--- config.mk ---
export PLATFORM = sky130hd
export DESIGN_NAME = uart_rx_flat
export DESIGN_NICKNAME = d
export VERILOG_FILES = /design/src/rtl/uart_rx_if.sv /design/src/rtl/uart_rx.sv /design/src/flat_wrapper.sv
export SDC_FILE = /design/constraint.sdc
export NUM_CORES = 1
export LEC_CHECK = 0
export CORE_MARGIN = 2
export CORE_UTILIZATION = 57
export CTS_BUF_LIST = sky130_fd_sc_hd__clkbuf_8
export CTS_CLUSTER_DIAMETER = 150
export DETAILED_ROUTE_END_ITERATION = 12
export PLACE_DENSITY_LB_ADDON = 0.1
export SETUP_SLACK_MARGIN = 0.1
export SLEW_MARGIN = 20
export SYNTH_ARGS = -nofsm -noshare
export SYNTH_HDL_FRONTEND = slang
export SYNTH_SLANG_ARGS = --single-unit
--- constraint.sdc ---
create_clock -name clk -period 1.6 [get_ports clk]
set_input_delay 0.4 -clock clk [delete_from_list [all_inputs] [get_ports clk]]
set_output_delay 0.4 -clock clk [all_outputs]
set_load 0.02 [all_outputs]
--- src/rtl/uart_rx_if.sv ---
// ============================================================================
// Module      : uart_rx_if
// Description : Serial-in / parallel-out bundle between a UART receiver and
//               the host logic that consumes its bytes.
// Revision    : 1.0 - initial release
// ============================================================================
`default_nettype none

interface uart_rx_if #(
    parameter int DATA_BITS = 8
);
    logic                 tick;
    logic                 rx;
    logic [DATA_BITS-1:0] data;
    logic                 valid;
    logic                 frame_error;
    logic                 busy;

    modport master (
        output tick,
        output rx,
        input  data,
        input  valid,
        input  frame_error,
        input  busy
    );

    modport slave (
        input  tick,
        input  rx,
        output data,
        output valid,
        output frame_error,
        output busy
    );
endinterface

`default_nettype wire

--- src/rtl/uart_rx.sv ---
// ============================================================================
// Module      : uart_rx
// Description : Oversampling 8N1-style UART receiver with start-bit
//               validation, LSB-first capture and framing-error reporting.
// Revision    : 1.0 - initial release
// ============================================================================
`default_nettype none

module uart_rx #(
    parameter int DATA_BITS  = 8,
    parameter int OVERSAMPLE = 16
) (
    input  wire logic clk,
    input  wire logic rst,
    uart_rx_if.slave  bus
);
    localparam int c_tick_w = $clog2(OVERSAMPLE);
    localparam int c_bit_w  = $clog2(DATA_BITS);
    localparam logic [c_tick_w-1:0] c_tick_mid  = c_tick_w'(OVERSAMPLE/2 - 1);
    localparam logic [c_tick_w-1:0] c_tick_last = c_tick_w'(OVERSAMPLE - 1);
    localparam logic [c_bit_w-1:0]  c_bit_last  = c_bit_w'(DATA_BITS - 1);

    typedef enum logic [2:0] {
        IDLE      = 3'd0,
        START     = 3'd1,
        DATA      = 3'd2,
        STOP      = 3'd3,
        WAIT_HIGH = 3'd4
    } state_t;

    state_t               state_q, state_d;
    logic                 rx_meta_q, rx_s_q;
    logic [c_tick_w-1:0]  tick_cnt_q, tick_cnt_d;
    logic [c_bit_w-1:0]   bit_cnt_q, bit_cnt_d;
    logic [DATA_BITS-1:0] shift_q, shift_d;
    logic [DATA_BITS-1:0] data_q, data_d;
    logic                 valid_q, valid_d;
    logic                 frame_error_q, frame_error_d;

    always_ff @(posedge clk) begin
        if (rst) begin
            rx_meta_q     <= 1'b1;
            rx_s_q        <= 1'b1;
            state_q       <= IDLE;
            tick_cnt_q    <= '0;
            bit_cnt_q     <= '0;
            shift_q       <= '0;
            data_q        <= '0;
            valid_q       <= 1'b0;
            frame_error_q <= 1'b0;
        end else begin
            rx_meta_q     <= bus.rx;
            rx_s_q        <= rx_meta_q;
            state_q       <= state_d;
            tick_cnt_q    <= tick_cnt_d;
            bit_cnt_q     <= bit_cnt_d;
            shift_q       <= shift_d;
            data_q        <= data_d;
            valid_q       <= valid_d;
            frame_error_q <= frame_error_d;
        end
    end

    always_comb begin
        state_d       = state_q;
        tick_cnt_d    = tick_cnt_q;
        bit_cnt_d     = bit_cnt_q;
        shift_d       = shift_q;
        data_d        = data_q;
        valid_d       = 1'b0;
        frame_error_d = 1'b0;

        case (state_q)
            IDLE: begin
                tick_cnt_d = '0;
                if (!rx_s_q) state_d = START;
            end
            START: begin
                if (bus.tick) begin
                    if (tick_cnt_q == c_tick_mid) begin
                        tick_cnt_d = '0;
                        bit_cnt_d  = '0;
                        state_d    = rx_s_q ? IDLE : DATA;
                    end else begin
                        tick_cnt_d = tick_cnt_q + c_tick_w'(1);
                    end
                end
            end
            DATA: begin
                if (bus.tick) begin
                    if (tick_cnt_q == c_tick_last) begin
                        // Right shift: the first bit received ends up at the LSB.
                        shift_d    = {rx_s_q, shift_q[DATA_BITS-1:1]};
                        tick_cnt_d = '0;
                        bit_cnt_d  = bit_cnt_q + c_bit_w'(1);
                        if (bit_cnt_q == c_bit_last) state_d = STOP;
                    end else begin
                        tick_cnt_d = tick_cnt_q + c_tick_w'(1);
                    end
                end
            end
            STOP: begin
                if (bus.tick) begin
                    if (tick_cnt_q == c_tick_last) begin
                        tick_cnt_d = '0;
                        if (rx_s_q) begin
                            data_d  = shift_q;
                            valid_d = 1'b1;
                            state_d = IDLE;
                        end else begin
                            frame_error_d = 1'b1;
                            state_d       = WAIT_HIGH;
                        end
                    end else begin
                        tick_cnt_d = tick_cnt_q + c_tick_w'(1);
                    end
                end
            end
            WAIT_HIGH: begin
                // A held-low line (break) must not be mistaken for a new start bit.
                if (rx_s_q) state_d = IDLE;
            end
            default: state_d = IDLE;
        endcase
    end

    assign bus.data        = data_q;
    assign bus.valid       = valid_q;
    assign bus.frame_error = frame_error_q;
    assign bus.busy        = (state_q != IDLE);
endmodule

`default_nettype wire

--- src/flat_wrapper.sv ---
// flat-port wrapper written by rule: the top's interface ports become plain ports
module uart_rx_flat 
#(
    parameter int DATA_BITS  = 8,
    parameter int OVERSAMPLE = 16
)
  (clk, rst, bus_tick, bus_rx, bus_data, bus_valid, bus_frame_error, bus_busy);
  uart_rx_if #(.DATA_BITS(DATA_BITS)) bus_i ();
  input  wire logic clk;
  input  wire logic rst;
  input wire logic [$bits(bus_i.tick)-1:0] bus_tick;
  input wire logic [$bits(bus_i.rx)-1:0] bus_rx;
  output wire logic [$bits(bus_i.data)-1:0] bus_data;
  output wire logic [$bits(bus_i.valid)-1:0] bus_valid;
  output wire logic [$bits(bus_i.frame_error)-1:0] bus_frame_error;
  output wire logic [$bits(bus_i.busy)-1:0] bus_busy;
  assign bus_i.tick = bus_tick;
  assign bus_i.rx = bus_rx;
  assign bus_data = bus_i.data;
  assign bus_valid = bus_i.valid;
  assign bus_frame_error = bus_i.frame_error;
  assign bus_busy = bus_i.busy;
  uart_rx #(.DATA_BITS(DATA_BITS), .OVERSAMPLE(OVERSAMPLE)) u_core (.clk(clk), .rst(rst), .bus(bus_i));
endmodule
==> flow_summary.json, run 1 <==
{
  "outcome": "complete, no violations",
  "nNetsFinal": 163,
  "ys_types": 42,
  "ys_ff_latch": 30,
  "irDropWorstVdd_mv": 0.984,
  "core_region_area_sq_um": 2230,
  "placement.io_buffers": 14,
  "first_pass_iters": 4,
  "synth-edff-count": 0,
  "clock-skew-final_ns": 0.00525,
  "critPathArrivalTime_ns": 1.13,
  "dp_slack_ns": -0.234,
  "gr-total-overflow": 0,
  "path_cells": "or3_4 > buf_6",
  "clkLatencyLatePin_ns": 0.28,
  "wl_per_cell_microns": 15.1,
  "gp_congestion": 0.764,
  "cts_tree": "done",
  "rows": 17,
  "finish.utilization_pct": 77.5,
  "yosysMostFrequentCell": "dfxtp_1",
  "worstHoldStart": "u_core.rx_meta_q$_SDFF_PP1_",
  "hp-class": "register to register",
  "synth.area.top_cells": "dfxtp_1 44%, mux2i_1 13%, nor2_1 6.1%",
  "rsz0062_at_grt": "yes",
  "antennaDiodeCount": 0,
  "power_leakage_nw": 0.774,
  "synth-compound-area-share_pct": 9.34,
  "r2r-start": "u_core.state_q[2]$_SDFFE_PP0P_",
  "critPathBufInv": 1,
  "synth_top_area_cell": "dfxtp_1",
  "drive_above_1_share_pct": 25.5,
  "drtIter0Drc": 17,
  "drv_cap": 0,
  "final-hold-violation-count": 0,
  "fin_crit_ns": 1.53,
  "grt_max_degree": 19,
  "cts.sinks": 30,
  "async_flop_share_pct": 0,
  "slew_headroom_pct": 78.0,
  "synth_area_per_cell_sq_um": 10.1,
  "fp.dieW_microns": 52.7,
  "worst-slew-pin-transition_ns": 0.329,
  "post_dp_cell_area_sq_um": 1540,
  "clkTransAtPathRegs_ns": 0.06,
  "synth_top_flop_cell": "dfxtp_1",
  "synthMuxAreaShare_pct": 13.4,
  "period_share_pct": 95.4,
  "detail-route-antenna-nets": 0,
  "wl_mm": 2.80,
  "detailed_place_hpwl_mm": 1.70,
  "setup_viol": 0,
  "viasPerCell": 5.63,
  "grt.total_usage_pct": 23.8,
  "drv_slew": 0,
  "grt_pass1_wl_mm": 4.71,
  "worstSetupEndpointType": "output pin",
  "root_buffer": "clkbuf_8",
  "initial_core_util_pct": 60.6,
  "vias": 1042,
  "criticalPathCategory": "register to output pin",
  "crit_start": "u_core.state_q[0]$_SDFFE_PP0P_",
  "synthSimpleGateAreaFrac_pct": 24.3,
  "htreeDepth": 2,
  "io_pins": 15,
  "synth_top_family_by_area": "simple AND/OR/NAND/NOR gates",
  "synthXorXnorAreaFrac_pct": 0.648,
  "timing.critical_path.slowest_stage_cell": "or3_4",
  "syn_nets": 141,
  "startpoint_type": "register",
  "yosys.area.top_type_share_pct": 44.4,
  "drc": 0,
  "dieArea_sq_um": 2780,
  "cpPeakStageDelay_ns": 0.38,
  "die_h_microns": 52.7,
  "cts_buffers": 5,
  "cts.path.max_buffers": 2,
  "syn_area_sq_um": 1350,
  "antenna_found_initial": 0,
  "layout_setup_ws_ns": 0.0733,
  "area_growth_syn_to_layout_pct": 27.9,
  "synth_fa_ha_area_share_pct": 2.78,
  "final_area_sq_um": 1730,
  "yosys_warnings": 0,
  "ys_top_cells_by_count": "30 x dfxtp_1, 22 x nor2_1, 17 x mux2i_1",
  "syn_inst": 134,
  "synth-seq-area-share_pct": 44.4,
  "pwr_density_cell_nw_per_um2": 1020,
  "grt_pass1_vias": 1033,
  "critPathTopFamily": "simple AND/OR/NAND/NOR gates",
  "cp_max_fo": 2,
  "fmax_ghz": 0.655,
  "cp.required_ns": 1.20
}
==> cells in the final DEF, fill, tap and decap left out, types with 3 or more instances in the layout <==
cell           count
dfxtp_2            5
nor2_1            22
nand2_1            6
nand3_1            4
a21oi_1            6
clkbuf_8           6
dlygate4sd2_1     11
buf_4              6
inv_1              3
mux2i_1           15
dfxtp_1           25
buf_6              3
==> sequential cells by signal (all words and copies together) (netlist names) <==
register                count
u_core.rx_s_q               1
u_core.bus.data             8
u_core.tick_cnt_q           4
u_core.state_q              3
u_core.rx_meta_q            1
u_core.bus.frame_error      1
u_core.shift_q              8
u_core.bus.valid            1
u_core.bit_cnt_q            3
==> worst register-to-register path, stage by stage, from the launching register on <==
cell and delay (ns):
dfxtp_1 0.32, buf_4 0.17, nand4b_4 0.25, nor2_8 0.26
mux2i_2 0.28, nor2_1 0.06
==> per-stage QoR <==
step                      power, W  hold WS, ns  TNS [ns]  std cells
final                      0.00177        0.415         0        185
after global routing       0.00181        0.445         0        185
after CTS                  0.00177        0.421         0        183
after detailed placement  0.000834        0.394     -3.93        175
after global placement    0.000833        0.392     -3.47        175
after floorplan           0.000807        0.383         0        134
==> layout make-up <==
cell class	count	area [sq um]
inverters	4	15.0
repair buffers	23	215
well taps	28	35.0
flip-flops and latches	30	607
fillers	161	503
clock buffers	6	82.6
multi-input cells	92	716
clock inverters	2	60.1
==> cells by family (layout without fill, tap and decap cells) <==
| group | Yosys count | in the layout |
|---|---|---|
| and+or+nand+nor | 54 | 54 |
| DFF | 30 | 30 |
| muxes | 18 | 18 |
| AOI/OAI and AO/OA | 16 | 16 |
| buffers and inverters | 12 | 35 |
| adders and majority gates | 3 | 3 |
| xor gates and xnor gates | 1 | 1 |
==> final timing paths <==
| kind | to | cells after the start | slack [ns] |
|---|---|---|---|
| setup / recovery | bus_busy | 2 | 0.07 |
| hold / removal | u_core.rx_s_q$_SDFF_PP1_ | 1 | 0.42 |
| setup reg to reg | u_core.bus.data[3]$_SDFFE_PP0P_ | 5 | 0.15 |
| hold reg to reg | u_core.rx_s_q$_SDFF_PP1_ | 1 | 0.42 |
==> timing repair <==
item                                    CTS  global route
hold buffers                              0             0
buffers inserted                          0             2
gates resized for setup                  18            12
endpoints found under the setup margin   25            11
pin swaps                                 1             4
==> power by group <==
| group | internal (W) | leakage, nW | total (W) | switching [W] |
|---|---|---|---|---|
| registers | 0.000752 | 0.244 | 0.000756 | 0.00000424 |
| logic | 0.0000345 | 0.458 | 0.0000715 | 0.0000370 |
| clock network | 0.000664 | 0.0714 | 0.000944 | 0.000280 |
==> layer usage <==
layer | wire length, microns | GRT usage [%] | up-vias
met5 | 0 | 0 | -
met4 | 48 | 8.97 | 0
met3 | 145 | 7.71 | 5
met2 | 1400 | 39.6 | 24
met1 | 1210 | 28.4 | 493
li1 | - | - | 520
(Power assumes the default switching activity.)
==> run 2, diff against run 1 <==
--- a/config.mk
+++ b/config.mk
@@ -6,8 +6,7 @@
 export NUM_CORES = 1
 export LEC_CHECK = 0
 export CORE_MARGIN = 2
-export CORE_UTILIZATION = 57
-export CTS_BUF_LIST = sky130_fd_sc_hd__clkbuf_8
+export CORE_UTILIZATION = 54
 export CTS_CLUSTER_DIAMETER = 150
 export DETAILED_ROUTE_END_ITERATION = 12
 export PLACE_DENSITY_LB_ADDON = 0.1
==> run 2 against run 1 <==
  * First-iteration DRC count shrank 29%
  * Worst hold slack lost 0.0014 ns
  * Critical path depth unchanged
  * Sequential power hardly changed
  * Core utilization decreased by 11 points
  * Clock power down 51%
  * Worst setup slack worse by 0.045 ns
  * Total power is 28% lower
  * Critical path type unchanged
  * Via count fell by 1.8%
  * Combinational power decreased by 12%
  * Largest cell class unchanged
  * Global-route usage shrank 2.5 points
  * Register-to-register slack better by 0.03 ns
==> flow_summary.json, run 2 (synthesized netlist as in run 1, its figures left out) <==
{
  "cts.sinks": 30,
  "critPathArrivalTime_ns": 1.17,
  "antennaDiodeCount": 0,
  "root_buffer": "clkbuf_4",
  "rsz0062_at_grt": "yes",
  "dp_slack_ns": -0.244,
  "wl_per_cell_microns": 13.4,
  "antenna_found_initial": 0,
  "final_cell_mix": "26 x dfxtp_1, 22 x nor2_1, 17 x mux2i_1",
  "grt_pass1_wl_mm": 4.38,
  "period_share_pct": 98.3,
  "drv_slew": 0,
  "vias": 1023,
  "finish.utilization_pct": 66.8,
  "fillerInstances": 211,
  "fmax_ghz": 0.636,
  "viasPerCell": 5.47,
  "detailed_place_hpwl_mm": 1.80,
  "worstSetupEndpointType": "output pin",
  "slew_headroom_pct": 78.7,
  "grt_pass1_vias": 1013,
  "wl_mm": 2.51,
  "postCtsSetupRepairBufs": 0,
  "first_pass_iters": 4,
  "layout_setup_ws_ns": 0.0279,
  "finalPower_w": 0.00128,
  "postCtsHoldBufs": 0,
  "placement.io_buffers": 14,
  "nNetsFinal": 163,
  "cp.required_ns": 1.20,
  "drv_cap": 0,
  "clkTransAtPathRegs_ns": 0.09,
  "setup_viol": 0,
  "startpoint_type": "register",
  "grt.total_usage_pct": 21.3,
  "final_area_sq_um": 1630,
  "gr-total-overflow": 0,
  "grt_max_degree": 17,
  "area_growth_syn_to_layout_pct": 20.2,
  "cts_buffers": 5,
  "worst-slew-pin-transition_ns": 0.319,
  "fin_hold_ws_ns": 0.414,
  "core_region_area_sq_um": 2430,
  "irDropWorstVdd_mv": 0.669,
  "cts.path.max_buffers": 2,
  "die_h_microns": 54.0,
  "fp.dieW_microns": 54.0,
  "drive_above_1_share_pct": 22.9,
  "dieArea_sq_um": 2920,
  "criticalPathCategory": "register to output pin",
  "gp_congestion": 0.791,
  "drc": 0,
  "htreeDepth": 2,
  "io_pins": 15,
  "final_common_cell": "dfxtp_1",
  "post_dp_cell_area_sq_um": 1540,
  "drtIter0Drc": 12,
  "rows": 18,
  "cts_tree": "done",
  "initial_core_util_pct": 55.6,
  "hp-class": "register to register",
  "pwr_density_cell_nw_per_um2": 787,
  "clkLatencyLatePin_ns": 0.33,
  "outcome": "complete, no violations",
  "clock-skew-final_ns": 0.0106,
  "final-hold-violation-count": 0,
  "cp_max_fo": 2,
  "fin_crit_ns": 1.57,
  "power_leakage_nw": 0.734,
  "detail-route-antenna-nets": 0
}
-- run 2: cell count changes in the layout (fill, tap and decap cells not counted), moves of 2 or more --
cell	before	now
mux2i_1	15	17
clkbuf_4	0	5
dfxtp_2	5	3
clkbuf_8	6	1
bufinv_16	2	0
mux2i_2	2	0
buf_4	6	8
-- run 2: worst paths after layout --
path	startpoint	endpoint	slack [ns]	cells after the start
hold / removal	u_core.rx_meta_q$_SDFF_PP1_	u_core.rx_s_q$_SDFF_PP1_	0.41	1
setup / recovery	u_core.state_q[2]$_SDFFE_PP0P_	bus_busy	0.03	2
setup reg to reg	u_core.state_q[1]$_SDFFE_PP0P_	u_core.bit_cnt_q[1]$_SDFFE_PP0P_	0.18	5
hold reg to reg	u_core.rx_meta_q$_SDFF_PP1_	u_core.rx_s_q$_SDFF_PP1_	0.41	1
-- run 2: what timing repair did --
| action | 4_1_cts | 5_1_grt |
|---|---|---|
| pin swaps | 0 | 1 |
| gates resized for setup | 17 | 10 |
| endpoints found under the setup margin | 33 | 16 |
-- run 2: worst max-delay path, stage by stage, from the launching register on --
cell and delay (ns):
dfxtp_2 0.33, or3_4 0.38, buf_6 0.14
-- run 2: area by class of cell --
class,instances,area [sq um],area share [%]
multi-input combinational,92,702,43.2
sequential,30,608,37.4
timing repair buffer,23,203,12.5
clock buffer,7,55.1,3.39
tap,30,37.5,2.31
inverter,4,15.0,0.924
clock inverter,1,5.00,0.308
-- run 2: stage by stage --
| stage | TNS [ns] | cells |
|---|---|---|
| 5_1_grt | -0.0128 | 187 |
| 4_1_cts | 0 | 187 |
| 6_report | 0 | 187 |
| 3_3_place_gp | -3.53 | 179 |
| 3_5_place_dp | -4.34 | 179 |
| 2_1_floorplan | 0 | 134 |
-- run 2: metal layers --
| metal | global-route usage [%] | routed length (microns) | vias to the layer above |
|---|---|---|---|
| li1 | - | - | 514 |
| met1 | 24.3 | 1100 | 483 |
| met2 | 35.2 | 1250 | 20 |
| met3 | 7.22 | 117 | 6 |
| met4 | 11.3 | 44 | 0 |
| met5 | 0 | 0 | - |
-- run 2: where the power goes --
group / switching, W / total, W / internal (W)
combinational: 0.0000330 / 0.0000630 / 0.0000300
clock: 0.000251 / 0.000463 / 0.000212
sequential: 0.00000407 / 0.000753 / 0.000749
==> run 3, diff against run 2 <==
--- a/config.mk
+++ b/config.mk
@@ -5,6 +5,8 @@
 export SDC_FILE = /design/constraint.sdc
 export NUM_CORES = 1
 export LEC_CHECK = 0
+export CAP_MARGIN = 10
+export CORE_ASPECT_RATIO = 0.7
 export CORE_MARGIN = 2
 export CORE_UTILIZATION = 54
 export CTS_CLUSTER_DIAMETER = 150
==> constraint.sdc (replaced) <==
create_clock -name clk -period 1.6 [get_ports clk]
set_input_delay 0.16 -clock clk [delete_from_list [all_inputs] [get_ports clk]]
set_output_delay 0.16 -clock clk [all_outputs]
set_load 0.02 [all_outputs]
==> run 3 against run 2 <==
  * Routed wire length rose by 16%
  * Worst setup slack improved by 0.060 ns
  * Final area rose by 2.8%
  * Cell count rose by 3.7%
  * Worst hold slack got worse by 0.024 ns
  * Via count rose by 4.3%
  * First-iteration DRC count rose to 4.5 times the previous value
  * Register-to-register slack got worse by 0.09 ns
  * Highest routed layer unchanged
==> flow_summary.json, run 3 (synthesized netlist as in run 1, its figures left out) <==
{
  "fillerInstances": 193,
  "timing.critical_path.slowest_stage_cell": "or3_4",
  "htreeDepth": 2,
  "cp.required_ns": 1.83,
  "drv_cap": 0,
  "nNetsFinal": 166,
  "detail-route-antenna-nets": 0,
  "criticalPathCategory": "register to register",
  "worstSetupEndpointType": "register",
  "clkLatencyLatePin_ns": 0.32,
  "wl_per_cell_microns": 14.9,
  "antennaDiodeCount": 0,
  "setup_tns_ns": 0,
  "grt.total_usage_pct": 20.4,
  "fin_crit_ns": 1.51,
  "pwr_density_cell_nw_per_um2": 765,
  "power_leakage_nw": 0.734,
  "detailed_place_hpwl_mm": 1.83,
  "layout_setup_ws_ns": 0.0882,
  "viasPerCell": 5.50,
  "grt_pass1_vias": 964,
  "vias": 1067,
  "final_area_sq_um": 1670,
  "final-hold-violation-count": 0,
  "first_pass_iters": 4,
  "path_cells": "buf_6 > nand4b_4 > or3_4 > a211oi_2",
  "initial_core_util_pct": 55.9,
  "critPathArrivalTime_ns": 1.74,
  "cts_tree": "done",
  "post_dp_cell_area_sq_um": 1540,
  "die_h_microns": 45.9,
  "cts.sinks": 30,
  "cp_max_fo": 10,
  "io_pins": 15,
  "slew_headroom_pct": 77.4,
  "root_buffer": "clkbuf_4",
  "period_share_pct": 94.5,
  "antenna_found_initial": 0,
  "drive_above_1_share_pct": 25.6,
  "critPathBufInv": 1,
  "finalPower_w": 0.00128,
  "cts.path.max_buffers": 2,
  "cts_buffers": 5,
  "fp.dieW_microns": 63.8,
  "gp_congestion": 0.841,
  "final_common_cell": "dfxtp_1",
  "grt_pass1_wl_mm": 4.46,
  "outcome": "complete, no violations",
  "grt_max_degree": 21,
  "drtIter0Drc": 54,
  "clkTransAtPathRegs_ns": 0.09,
  "drv_slew": 0,
  "irDropWorstVdd_mv": 0.605,
  "cpPeakStageDelay_ns": 0.43,
  "placement.io_buffers": 14,
  "fmax_ghz": 0.661,
  "dieArea_sq_um": 2930,
  "critPathTopFamily": "simple AND/OR/NAND/NOR gates",
  "hp-class": "primary input to register",
  "worst-slew-pin-transition_ns": 0.337,
  "core_region_area_sq_um": 2420,
  "final_cell_mix": "24 x dfxtp_1, 22 x nor2_1, 17 x mux2i_1",
  "setup_viol": 0,
  "gr-total-overflow": 0,
  "dp_slack_ns": -0.0282,
  "postCtsHoldBufs": 0,
  "wl_mm": 2.90,
  "rows": 15,
  "drc": 0,
  "rsz0062_at_grt": "yes",
  "clock-skew-final_ns": 0.00668,
  "finish.utilization_pct": 69.0,
  "startpoint_type": "register",
  "area_growth_syn_to_layout_pct": 23.5
}
-- run 3: cell count changes in the layout (fill, tap and decap cells not counted), moves of 2 or more --
cell and change:
dlygate4sd2_1 -10, clkdlybuf4s50_1 +9, buf_4 +3, dfxtp_1 -2
-- run 3: per-layer routing --
layer	vias up	part of all wire [%]	track usage [%]
met3	5	4.7	7.18
met1	513	47	27.0
met5	-	0	0
met2	31	47	30.0
li1	518	-	-
met4	0	1.5	10.0
-- run 3: worst reg2reg max path, cell delays in order (launching register included) --
cell and delay [ns]:
dfxtp_2 0.35, buf_6 0.14, nand4b_4 0.23, or3_4 0.43, a211oi_2 0.27
-- run 3: area by class of cell --
| class | count | area (sq um) | share of cell area [%] |
|---|---|---|---|
| multi-input cells | 92 | 706 | 42.2 |
| repair buffers | 26 | 234 | 14.0 |
| flip-flops and latches | 30 | 613 | 36.7 |
| clock buffers | 7 | 55.1 | 3.30 |
| well taps | 34 | 42.5 | 2.55 |
| inverters | 4 | 15.0 | 0.899 |
| clock inverters | 1 | 5.00 | 0.300 |
-- run 3: path summary, 6_finish.rpt --
path | start | endpoint | slack (ns) | cells past startpoint
min | bus_rx | u_core.rx_meta_q$_SDFF_PP1_ | 0.39 | 2
min reg2reg | u_core.rx_meta_q$_SDFF_PP1_ | u_core.rx_s_q$_SDFF_PP1_ | 0.42 | 1
max reg2reg | u_core.state_q[2]$_SDFFE_PP0P_ | u_core.state_q[2]$_SDFFE_PP0P_ | 0.09 | 4
max | u_core.state_q[2]$_SDFFE_PP0P_ | u_core.state_q[2]$_SDFFE_PP0P_ | 0.09 | 4
-- run 3: power by group --
part / switching, W / internal [W] / total, W
combinational: 0.0000324 / 0.0000251 / 0.0000575
clock: 0.000254 / 0.000213 / 0.000466
sequential: 0.00000582 / 0.000747 / 0.000753
-- run 3: what timing repair did --
action | CTS | global route
endpoints found under the setup margin | 14 | 16
buffers inserted | 0 | 4
pin swaps | 0 | 4
resized for setup | 6 | 12
-- run 3: per-stage QoR --
step | instances | hold slack (ns)
global route | 194 | 0.423
floorplan | 134 | 0.239
CTS | 190 | 0.379
finish | 194 | 0.390
detailed placement | 182 | 0.401
global placement | 182 | 0.389
